[src/rtl/vga_snap_pkg.sv]
// ---------------------------------------------------------------------------
// vga_snap_pkg
// Shared types and constants for the VGA register snapshot block.
//   snap_state_e      : capture FSM states (2-bit encoding)
//   SNAP_TIMEOUT_CYC  : WAIT cycles without dbg_valid before the fill word
//                       is substituted (used only with SNAP_TIMEOUT_EN)
//   SNAP_FILL         : word stored for a register whose read timed out
//   FRAME_CNT_W       : width of the completed-snapshot counter
//   TIMER_W           : width of the WAIT timeout counter
// ---------------------------------------------------------------------------
package vga_snap_pkg;

  typedef enum logic [1:0] {
    IDLE   = 2'd0,
    REQ    = 2'd1,
    WAIT   = 2'd2,
    COMMIT = 2'd3
  } snap_state_e;

  localparam int          SNAP_TIMEOUT_CYC = 15;
  localparam logic [31:0] SNAP_FILL        = 32'hDEAD_BEEF;
  localparam int          FRAME_CNT_W      = 8;
  localparam int          TIMER_W          = 4;

endpackage

[src/rtl/vga_vs_edge.sv]
// ---------------------------------------------------------------------------
// vga_vs_edge
// Registers the active-low VGA vertical sync and flags its falling edge.
// Ports:
//   clk_i      : clock (same domain as VS)
//   rst_i      : asynchronous active-high reset
//   vs_i       : vertical sync input, active low
//   vs_fall_o  : high for the cycle in which vs_i is low and was high on
//                the previous cycle
// The history register resets to 1 (sync inactive), so a sync that is
// already low when reset releases is not mistaken for a fresh edge.
// ---------------------------------------------------------------------------
module vga_vs_edge (
  input  logic clk_i,
  input  logic rst_i,
  input  logic vs_i,
  output logic vs_fall_o
);

  logic vs_q;

  // NOTE: sequential state uses non-blocking assignments so every flop
  // samples the pre-edge values of its inputs, independent of block order.
  always_ff @(posedge clk_i or posedge rst_i) begin
    if (rst_i) begin
      vs_q <= 1'b1;
    end else begin
      vs_q <= vs_i;
    end
  end

  assign vs_fall_o = vs_q & ~vs_i;

endmodule

[src/rtl/vga_reg_snapshot.sv]
// ---------------------------------------------------------------------------
// vga_reg_snapshot
// Once per frame (falling edge of VS) reads CPU registers
// BASE_REG..BASE_REG+NREGS-1 through the debug read port into a shadow
// buffer, then publishes the whole buffer on `regfiles` in a single cycle,
// so the display never sees a half-updated register set.
//
// Ports:
//   CLK        : system/pixel clock
//   RST        : asynchronous active-high reset
//   VS         : VGA vertical sync, active low, CLK domain
//   dbg_rd     : one-cycle debug read request
//   dbg_addr   : debug read register index (holds its value outside
//                requests; qualify with dbg_rd)
//   dbg_data   : debug read data
//   dbg_valid  : one-cycle pulse qualifying dbg_data (only honoured in WAIT)
//   regfiles   : published snapshot, register i at [DW*i +: DW]
//   snap_busy  : a capture is in progress
//   frame_cnt  : completed-snapshot counter, wraps 255 -> 0
//
// Optional build macro SNAP_TIMEOUT_EN: when defined, a register whose read
// gets no dbg_valid for SNAP_TIMEOUT_CYC WAIT cycles is stored as SNAP_FILL
// and the capture moves on. Without it WAIT waits indefinitely.
// ---------------------------------------------------------------------------
module vga_reg_snapshot
  import vga_snap_pkg::*;
#(
  parameter int NREGS    = 8,
  parameter int DW       = 32,
  parameter int AW       = 5,
  parameter int BASE_REG = 0
) (
  input  logic                   CLK,
  input  logic                   RST,
  input  logic                   VS,
  output logic                   dbg_rd,
  output logic [AW-1:0]          dbg_addr,
  input  logic [DW-1:0]          dbg_data,
  input  logic                   dbg_valid,
  output logic [NREGS*DW-1:0]    regfiles,
  output logic                   snap_busy,
  output logic [FRAME_CNT_W-1:0] frame_cnt
);

  localparam int                IDX_W    = (NREGS > 1) ? $clog2(NREGS) : 1;
  localparam logic [IDX_W-1:0]  LAST_IDX = IDX_W'(NREGS - 1);

  snap_state_e            state_q, state_d;
  logic [IDX_W-1:0]       idx_q, idx_d;
  logic                   dbg_rd_q, dbg_rd_d;
  logic [AW-1:0]          dbg_addr_q, dbg_addr_d;
  logic [FRAME_CNT_W-1:0] frame_cnt_q, frame_cnt_d;
  logic [DW-1:0]          shadow_q [NREGS];
  logic [NREGS*DW-1:0]    regfiles_q;

  logic          vs_fall;
  logic          capture;    // store word_data into shadow[idx] this cycle
  logic          commit;     // copy shadow to regfiles this cycle
  logic          word_done;  // current WAIT read is finished
  logic [DW-1:0] word_data;  // value stored for the current register

  vga_vs_edge u_vs_edge (
    .clk_i     (CLK),
    .rst_i     (RST),
    .vs_i      (VS),
    .vs_fall_o (vs_fall)
  );

  // Debug address of register slot i; wraps modulo 2^AW.
  function automatic logic [AW-1:0] addr_of(input logic [IDX_W-1:0] i);
    logic [31:0] sum;
    sum = 32'(BASE_REG) + 32'(i);
    return sum[AW-1:0];
  endfunction

`ifdef SNAP_TIMEOUT_EN
  logic [TIMER_W-1:0] timer_q, timer_d;
  logic               timeout;

  // Fires on the SNAP_TIMEOUT_CYC-th consecutive WAIT cycle without data;
  // a dbg_valid in that same cycle wins and real data is stored.
  assign timeout = (state_q == WAIT) && !dbg_valid &&
                   (timer_q == TIMER_W'(SNAP_TIMEOUT_CYC - 1));

  always_comb begin
    timer_d = timer_q;
    if (state_q == REQ) begin
      timer_d = '0;
    end else if (state_q == WAIT && !dbg_valid) begin
      timer_d = timer_q + 1'b1;
    end
  end

  always_ff @(posedge CLK or posedge RST) begin
    if (RST) begin
      timer_q <= '0;
    end else begin
      timer_q <= timer_d;
    end
  end

  assign word_done = dbg_valid | timeout;
  assign word_data = dbg_valid ? dbg_data : DW'(SNAP_FILL);
`else
  assign word_done = dbg_valid;
  assign word_data = dbg_data;
`endif

  // NOTE: every variable driven here gets a default first, so no path
  // through the case can leave one unassigned and infer a latch.
  always_comb begin
    state_d     = state_q;
    idx_d       = idx_q;
    dbg_rd_d    = 1'b0;
    frame_cnt_d = frame_cnt_q;
    capture     = 1'b0;
    commit      = 1'b0;

    unique case (state_q)
      IDLE: begin
        // Edges seen in any other state are dropped, not queued.
        if (vs_fall) begin
          idx_d    = '0;
          dbg_rd_d = 1'b1;
          state_d  = REQ;
        end
      end
      REQ: begin
        state_d = WAIT;
      end
      WAIT: begin
        if (word_done) begin
          capture = 1'b1;
          if (idx_q == LAST_IDX) begin
            state_d = COMMIT;
          end else begin
            idx_d    = idx_q + 1'b1;
            dbg_rd_d = 1'b1;
            state_d  = REQ;
          end
        end
      end
      COMMIT: begin
        commit      = 1'b1;
        frame_cnt_d = frame_cnt_q + 1'b1;
        state_d     = IDLE;
      end
      default: state_d = IDLE;
    endcase

    // dbg_rd and dbg_addr are registered and loaded on entry to REQ so
    // they are clean flop outputs during the REQ cycle.
    dbg_addr_d = dbg_rd_d ? addr_of(idx_d) : dbg_addr_q;
  end

  always_ff @(posedge CLK or posedge RST) begin
    if (RST) begin
      state_q     <= IDLE;
      idx_q       <= '0;
      dbg_rd_q    <= 1'b0;
      dbg_addr_q  <= '0;
      frame_cnt_q <= '0;
    end else begin
      state_q     <= state_d;
      idx_q       <= idx_d;
      dbg_rd_q    <= dbg_rd_d;
      dbg_addr_q  <= dbg_addr_d;
      frame_cnt_q <= frame_cnt_d;
    end
  end

  // NOTE: the shadow buffer is reset on purpose: a reset must also drop any
  // partially captured frame, and the flops are small enough that clearing
  // them costs nothing compared to a RAM.
  always_ff @(posedge CLK or posedge RST) begin
    if (RST) begin
      for (int i = 0; i < NREGS; i++) begin
        shadow_q[i] <= '0;
      end
      regfiles_q <= '0;
    end else begin
      if (capture) begin
        shadow_q[idx_q] <= word_data;
      end
      // All words move together, so regfiles never mixes two snapshots.
      if (commit) begin
        for (int j = 0; j < NREGS; j++) begin
          regfiles_q[DW*j +: DW] <= shadow_q[j];
        end
      end
    end
  end

  assign dbg_rd    = dbg_rd_q;
  assign dbg_addr  = dbg_addr_q;
  assign regfiles  = regfiles_q;
  assign snap_busy = (state_q != IDLE);
  assign frame_cnt = frame_cnt_q;

endmodule

[config.mk]
export PLATFORM = sky130hd
export DESIGN_NAME = vga_reg_snapshot
export DESIGN_NICKNAME = d
export VERILOG_FILES = /design/src/rtl/vga_snap_pkg.sv /design/src/rtl/vga_vs_edge.sv /design/src/rtl/vga_reg_snapshot.sv
export SDC_FILE = /design/constraint.sdc
export NUM_CORES = 1
export LEC_CHECK = 0
export CORE_MARGIN = 4
export CORE_UTILIZATION = 48
export DETAILED_ROUTE_END_ITERATION = 7
export PLACE_DENSITY_LB_ADDON = 0.15
export SLEW_MARGIN = 20
export SYNTH_ARGS = -nofsm -noshare
export SYNTH_HDL_FRONTEND = slang
export SYNTH_SLANG_ARGS = --single-unit
[constraint.sdc]
create_clock -name CLK -period 17.6 [get_ports CLK]
set_clock_uncertainty 0.15 [all_clocks]
set_input_delay 1.76 -clock CLK [delete_from_list [all_inputs] [get_ports CLK]]
set_output_delay 1.76 -clock CLK [all_outputs]
set_load 0.005 [all_outputs]
* Word-level counts from Yosys, hierarchy flattened
Index checks and enable logic that the tools add are counted.
** Word-level totals
- Register bits :: 530
** Cells by class
- Add/subtract/negate cells :: 2
- Order comparisons :: 2
- Equal/unequal tests :: 6
- Muxes and demuxes :: 18
- Bitwise logic cells :: 3
- Reduce and logical (&&, ||, !) cells :: 4
** Operator list (count)
- 256-bit bitwise mux :: 1
- 32-bit demux with 3-bit select :: 1
- 32-bit 2-to-1 mux :: 1
- 3-bit 2-to-1 mux :: 3
- 8-bit by 1-bit adder with 8-bit output (second input constant) :: 1
- 2-bit one-hot mux with 4 select lines :: 1
- 1-bit 2-to-1 mux :: 6
- 2-bit 2-to-1 mux :: 3
- 3-bit one-hot mux with 2 select lines :: 1
- 2-bit equality test (second input constant) :: 2
- 4-bit greater-or-equal comparator (second input constant) :: 1
- 4-bit by 1-bit less-than comparator with 1-bit output (second input constant) :: 1
- 3-bit NOT with 4-bit output :: 1
- 3-bit by 1-bit adder with 3-bit output (second input constant) :: 1
- 3-bit equality test (second input constant) :: 1
- 2-bit by 1-bit equality test with 1-bit output (second input constant) :: 1
- 2-bit zero test :: 1
- 2-bit by 1-bit != test with 1-bit output (second input constant) :: 1
- 2-bit != test (second input constant) :: 1
- 1-bit one-hot mux with 2 select lines :: 1
- 2-bit AND reduction :: 1
- 2-bit nonzero test :: 1
- 1-bit bitwise AND :: 1
- 1-bit logical AND :: 1
- 1-bit NOT :: 1

* Longest topological paths before layout
- Word-level depth :: 6
- Gate-level depth with buffers :: 7

* By module
From an unflattened synthesis, not the netlist that was laid out.
** Unflattened totals
- Cells, all modules :: 1708
- Area, all modules :: 19932.9 um^2
** Modules (own cells, without submodules)
- vga_reg_snapshot :: times used 1, cells an instance 1705, area an instance 19889.1 um^2, seq. area each 13237.7 um^2
- vga_vs_edge :: times used 1, cells an instance 3, area an instance 43.8 um^2, seq. area each 26.3 um^2

* Least setup slack after synthesis
Ideal clock, no wire load.
- Path kind :: input to register
- Start point :: input port dbg_valid
- End point :: register shadow_q[84] in the netlist's numbering
- Library setup time :: 0.125 ns
- Arrival :: 2.730 ns
- Path slack :: 14.595 ns
- Cell stages on the path :: 4
- Path through :: nand3b_1 > nor3_4 > buf_4 > mux2_2
** On the way
- Word-level cells in the longest chain between the ends :: 2
** RTL lines
- start, declared :: line vga_reg_snapshot.sv:39 : input logic dbg_valid,
- 1-bit 2-to-1 mux :: line vga_reg_snapshot.sv:132 : if (word_done) begin
- 1-bit 2-to-1 mux :: line vga_reg_snapshot.sv:119 : unique case (state_q)
- end signal, assigned by index :: line vga_reg_snapshot.sv:183 : shadow_q[idx_q] <= word_data;
- end, declared :: line vga_reg_snapshot.sv:53 : logic [DW-1:0] shadow_q [NREGS];
No other way between the ends.
A chain may end at the register's enable or synchronous reset.

==> flow_results.xml <==
<?xml version="1.0" encoding="UTF-8"?>
<metrics>
  <group name="grt">
    <metric name="grt_start_max_net_pins" unit="">118</metric>
    <metric name="global_route.usage.total" unit="">0.223</metric>
    <metric name="first_global_vias" unit="">13700</metric>
    <metric name="grt_overflow_total" unit="">0</metric>
    <metric name="first_pass_grt_wire_length" unit="um">78600</metric>
    <metric name="grt_antenna_before_repair" unit="">1</metric>
  </group>
  <group name="routing">
    <metric name="routed_wire_length_per_instance" unit="um">19.6</metric>
    <metric name="drc" unit="">0</metric>
    <metric name="route.vias.total" unit="">13100</metric>
    <metric name="routed_via_density" unit="">5.13</metric>
    <metric name="detail_route.first_pass.iterations" unit="">4</metric>
    <metric name="wirelength" unit="um">50100</metric>
    <metric name="dr.first_iter.drc_count" unit="">939</metric>
    <metric name="antenna_violating_nets_post_route" unit="">0</metric>
  </group>
  <group name="logic_synthesis">
    <metric name="synth_area" unit="sq um">19900</metric>
    <metric name="netlist.top_cell.by_area" unit="">sky130_fd_sc_hd__dfrtp_1</metric>
    <metric name="ys_ff_latch" unit="">530</metric>
    <metric name="synth_xor_area_frac" unit="">0.00308</metric>
    <metric name="synthFlopType" unit="">sky130_fd_sc_hd__dfrtp_1</metric>
    <metric name="synthCells" unit="">1702</metric>
    <metric name="synth.mux.area_fraction" unit="">0.146</metric>
    <metric name="fraction_of_the_mapped_netlist_area_in_compound_gates" unit="">0.00320</metric>
    <metric name="synth_top_family_by_area" unit="">simple AND/OR/NAND/NOR gates</metric>
    <metric name="synth.yosys.warnings" unit="">0</metric>
    <metric name="synth_top_area_share" unit="">0.665</metric>
    <metric name="synth-seq-area-share" unit="">0.666</metric>
    <metric name="avg_inst_size_synth" unit="sq um">11.7</metric>
    <metric name="yosys.area_share.simple" unit="">0.157</metric>
    <metric name="synth_top_cells_by_area" unit="">sky130_fd_sc_hd__dfrtp_1 66%, sky130_fd_sc_hd__nand2_1 15%, sky130_fd_sc_hd__mux2_2 14%, sky130_fd_sc_hd__buf_2 0.90%, sky130_fd_sc_hd__clkbuf_1 0.58%</metric>
    <metric name="post_synth_fa_ha_maj_area_fraction" unit="">0.00126</metric>
    <metric name="synth_async_sr_flop_share" unit="">1.00</metric>
    <metric name="number_of_enable_type_register_cells_in_the_synthesized_netlist" unit="">0</metric>
    <metric name="synth.lib_cells_used.distinct" unit="">38</metric>
  </group>
  <group name="pwr">
    <metric name="pwr_density_cell" unit="nW/um^2">144</metric>
    <metric name="power.ir.vdd_worst" unit="uV">84.3</metric>
    <metric name="power_leakage" unit="nW">12.8</metric>
  </group>
  <group name="timing">
    <metric name="hold_viol_final" unit="">0</metric>
    <metric name="timing.fmax" unit="GHz">0.205</metric>
    <metric name="timing.max_slew.rel_slack" unit="">0.255</metric>
    <metric name="worst-slew-pin-transition" unit="ns">1.12</metric>
    <metric name="fin_hold_ws" unit="ns">0.304</metric>
    <metric name="fin_setup_tns" unit="ns">0</metric>
    <metric name="setup_repair_after_global_routing_missed_its_margin" unit="">false</metric>
    <metric name="post-route-period-util" unit="">0.278</metric>
    <metric name="period_needed" unit="ns">4.89</metric>
    <metric name="final_max_slew_viol_count" unit="">0</metric>
    <metric name="setup_viol" unit="">0</metric>
  </group>
  <group name="setup_path">
    <metric name="ff2ff_path_depth" unit="">5</metric>
    <metric name="crit_fanout" unit="">117</metric>
    <metric name="regToRegEndpoint" unit="">regfiles[73]$_DFFE_PP0N_</metric>
    <metric name="arrival_time_worst_endpoint" unit="ns">5.40</metric>
    <metric name="setup.worst_path.class" unit="">in2async</metric>
    <metric name="worst_setup_path_start_kind" unit="">input pin</metric>
    <metric name="timing.rr.start" unit="">state_q[1]$_DFFE_PP0P_</metric>
    <metric name="timing.critical_path.required" unit="ns">18.11</metric>
    <metric name="regToRegSetupSlack" unit="ns">14.52</metric>
    <metric name="critPathCaptureType" unit="">asynchronous set/reset pin</metric>
  </group>
  <group name="floorplan">
    <metric name="die_height" unit="um">212</metric>
    <metric name="placeableCoreArea" unit="sq um">40900</metric>
    <metric name="die_w" unit="um">212</metric>
    <metric name="initial_utilization" unit="">0.487</metric>
    <metric name="floorplan.rows" unit="">74</metric>
    <metric name="io-pin-count" unit="">307</metric>
    <metric name="fp.dieArea" unit="sq um">44800</metric>
  </group>
  <group name="place">
    <metric name="io_buffers" unit="">304</metric>
    <metric name="routabilityCongestion" unit="">0.785</metric>
    <metric name="dp.final_hpwl" unit="um">31400</metric>
  </group>
  <group name="clock_tree">
    <metric name="path_clk_slew" unit="ns">0.06</metric>
    <metric name="cts.path.max_buffers" unit="">3</metric>
    <metric name="h_tree_level_count" unit="">2</metric>
    <metric name="cts_setup_buffers" unit="">0</metric>
    <metric name="clock_buffers_created_by_tritoncts" unit="">52</metric>
    <metric name="clock_insertion_delay_worst_skew" unit="ns">0.59</metric>
    <metric name="tritoncts_num_sinks" unit="">530</metric>
    <metric name="ctsHoldBuffers" unit="">0</metric>
    <metric name="cts_resized" unit="">0</metric>
    <metric name="cts_tree" unit="">done</metric>
    <metric name="ctsRootBufferMaster" unit="">sky130_fd_sc_hd__clkbuf_16</metric>
  </group>
  <group name="cells_and_area">
    <metric name="antennaDiodeCount" unit="">0</metric>
    <metric name="filler_cell_count" unit="">3393</metric>
    <metric name="areaGrowthSynthToFinish" unit="%">25.5</metric>
    <metric name="fin_nets" unit="">2030</metric>
    <metric name="most_common_cell_after_layout_fill_and_taps_aside" unit="">sky130_fd_sc_hd__nand2_1</metric>
    <metric name="layout.cells.most_common_list" unit="">780 x sky130_fd_sc_hd__nand2_1, 529 x sky130_fd_sc_hd__dfrtp_1, 304 x sky130_fd_sc_hd__clkdlybuf4s50_1, 249 x sky130_fd_sc_hd__mux2_2, 53 x sky130_fd_sc_hd__clkbuf_16</metric>
    <metric name="final_layout_size_suffix_gt1_frac" unit="">0.174</metric>
  </group>
  <group name="outcome">
    <metric name="status" unit="">finished clean</metric>
  </group>
  <group name="min_path">
    <metric name="hold-path-endpoint" unit="">regfiles[225]$_DFFE_PP0N_</metric>
    <metric name="holdPathStages" unit="">2</metric>
    <metric name="hp-class" unit="">reg2reg</metric>
    <metric name="worst_hold_startpoint" unit="">shadow_q[1]$_DFFE_PP0P_</metric>
  </group>
  <group name="run">
    <metric name="drv.max_cap_violation_count" unit="">0</metric>
  </group>
</metrics>
## metrics by stage
| stage | setup WS [ns] | util | power [mW] | std cells | area (sq um) |
|---|---|---|---|---|---|
| detailed placement | 11.99 | 0.570 | 2.57 | 2468 | 23300 |
| global route | 12.18 | 0.611 | 3.80 | 2558 | 25000 |
| floorplan | 0.881 | - | 2.09 | 1703 | 19900 |
| CTS | 12.61 | 0.610 | 3.65 | 2556 | 25000 |
| finish | 12.71 | 0.611 | 3.61 | 2558 | 25000 |
| global placement | 12.04 | 0.570 | 2.54 | 2468 | 23300 |
## cell usage after synthesis, types with 2 or more instances
library cell / count
sky130_fd_sc_hd__mux2_1: 8
sky130_fd_sc_hd__xnor2_1: 7
sky130_fd_sc_hd__buf_2: 36
sky130_fd_sc_hd__buf_1: 3
sky130_fd_sc_hd__buf_4: 14
sky130_fd_sc_hd__o21ai_0: 2
sky130_fd_sc_hd__ha_1: 2
sky130_fd_sc_hd__buf_6: 3
sky130_fd_sc_hd__inv_1: 6
sky130_fd_sc_hd__clkbuf_1: 31
sky130_fd_sc_hd__nand4_1: 4
sky130_fd_sc_hd__nand2_1: 782
sky130_fd_sc_hd__a22o_1: 3
sky130_fd_sc_hd__dfrtp_1: 529
sky130_fd_sc_hd__mux2_2: 249
## logic make-up after synthesis
group / count (synthesis)
flops: 530
xor+xnor: 7
simple gates: 802
fa+ha+maj: 2
compound gates: 9
buf+inv: 93
mux: 258
other cells: 1
## power by group
| group | internal [mW] | switching [mW] | total (mW) | leakage, nW |
|---|---|---|---|---|
| Clock | 0.614 | 0.451 | 1.06 | 0.792 |
| Sequential | 1.53 | 0.206 | 1.74 | 7.14 |
| Combinational | 0.463 | 0.344 | 0.808 | 4.88 |
## layer usage
layer | GRT usage | part of all wire | up-vias
met5 | 0 | 0.00026 | -
met4 | 0.0618 | 0.022 | 2
met3 | 0.0372 | 0.046 | 70
met2 | 0.348 | 0.47 | 290
met1 | 0.330 | 0.46 | 6755
li1 | - | - | 5999
## sequential cells by signal (all words and copies together) (netlist names)
register	cells
dbg_addr	3
dbg_rd	1
frame_cnt	8
idx_q	3
regfiles	256
shadow_q	256
state_q	2
u_vs_edge.vs_q	1
## worst max-delay path by stage
stage,start,end,slack [ns],cells after the start
2_1_floorplan,RST,dbg_addr[0]$_DFFE_PP0P_,0.88,1
3_3_place_gp,RST,regfiles[221]$_DFFE_PP0N_,12.04,5
3_5_place_dp,RST,shadow_q[0]$_DFFE_PP0P_,11.99,5
4_1_cts,RST,shadow_q[1]$_DFFE_PP0P_,12.61,5
5_1_grt,RST,shadow_q[1]$_DFFE_PP0P_,12.18,5
6_report,RST,shadow_q[1]$_DFFE_PP0P_,12.71,5
## layout make-up
type	count	area, sq um	area share
Sequential cell	530	13300	0.531
Multi-Input combinational cell	1080	6230	0.249
Timing Repair Buffer	322	3210	0.128
Clock buffer	78	1500	0.0600
Tap cell	532	666	0.0266
Clock inverter	10	108	0.00430
Inverter	6	30.0	0.00120
## worst max-delay path, cell delays in order
cell                              delay (ns)
sky130_fd_sc_hd__clkdlybuf4s50_1        0.49
sky130_fd_sc_hd__inv_8                  0.54
sky130_fd_sc_hd__buf_4                  0.84
sky130_fd_sc_hd__buf_4                  0.88
sky130_fd_sc_hd__buf_4                  0.64
No activity file was read; power rests on OpenSTA's default activity.
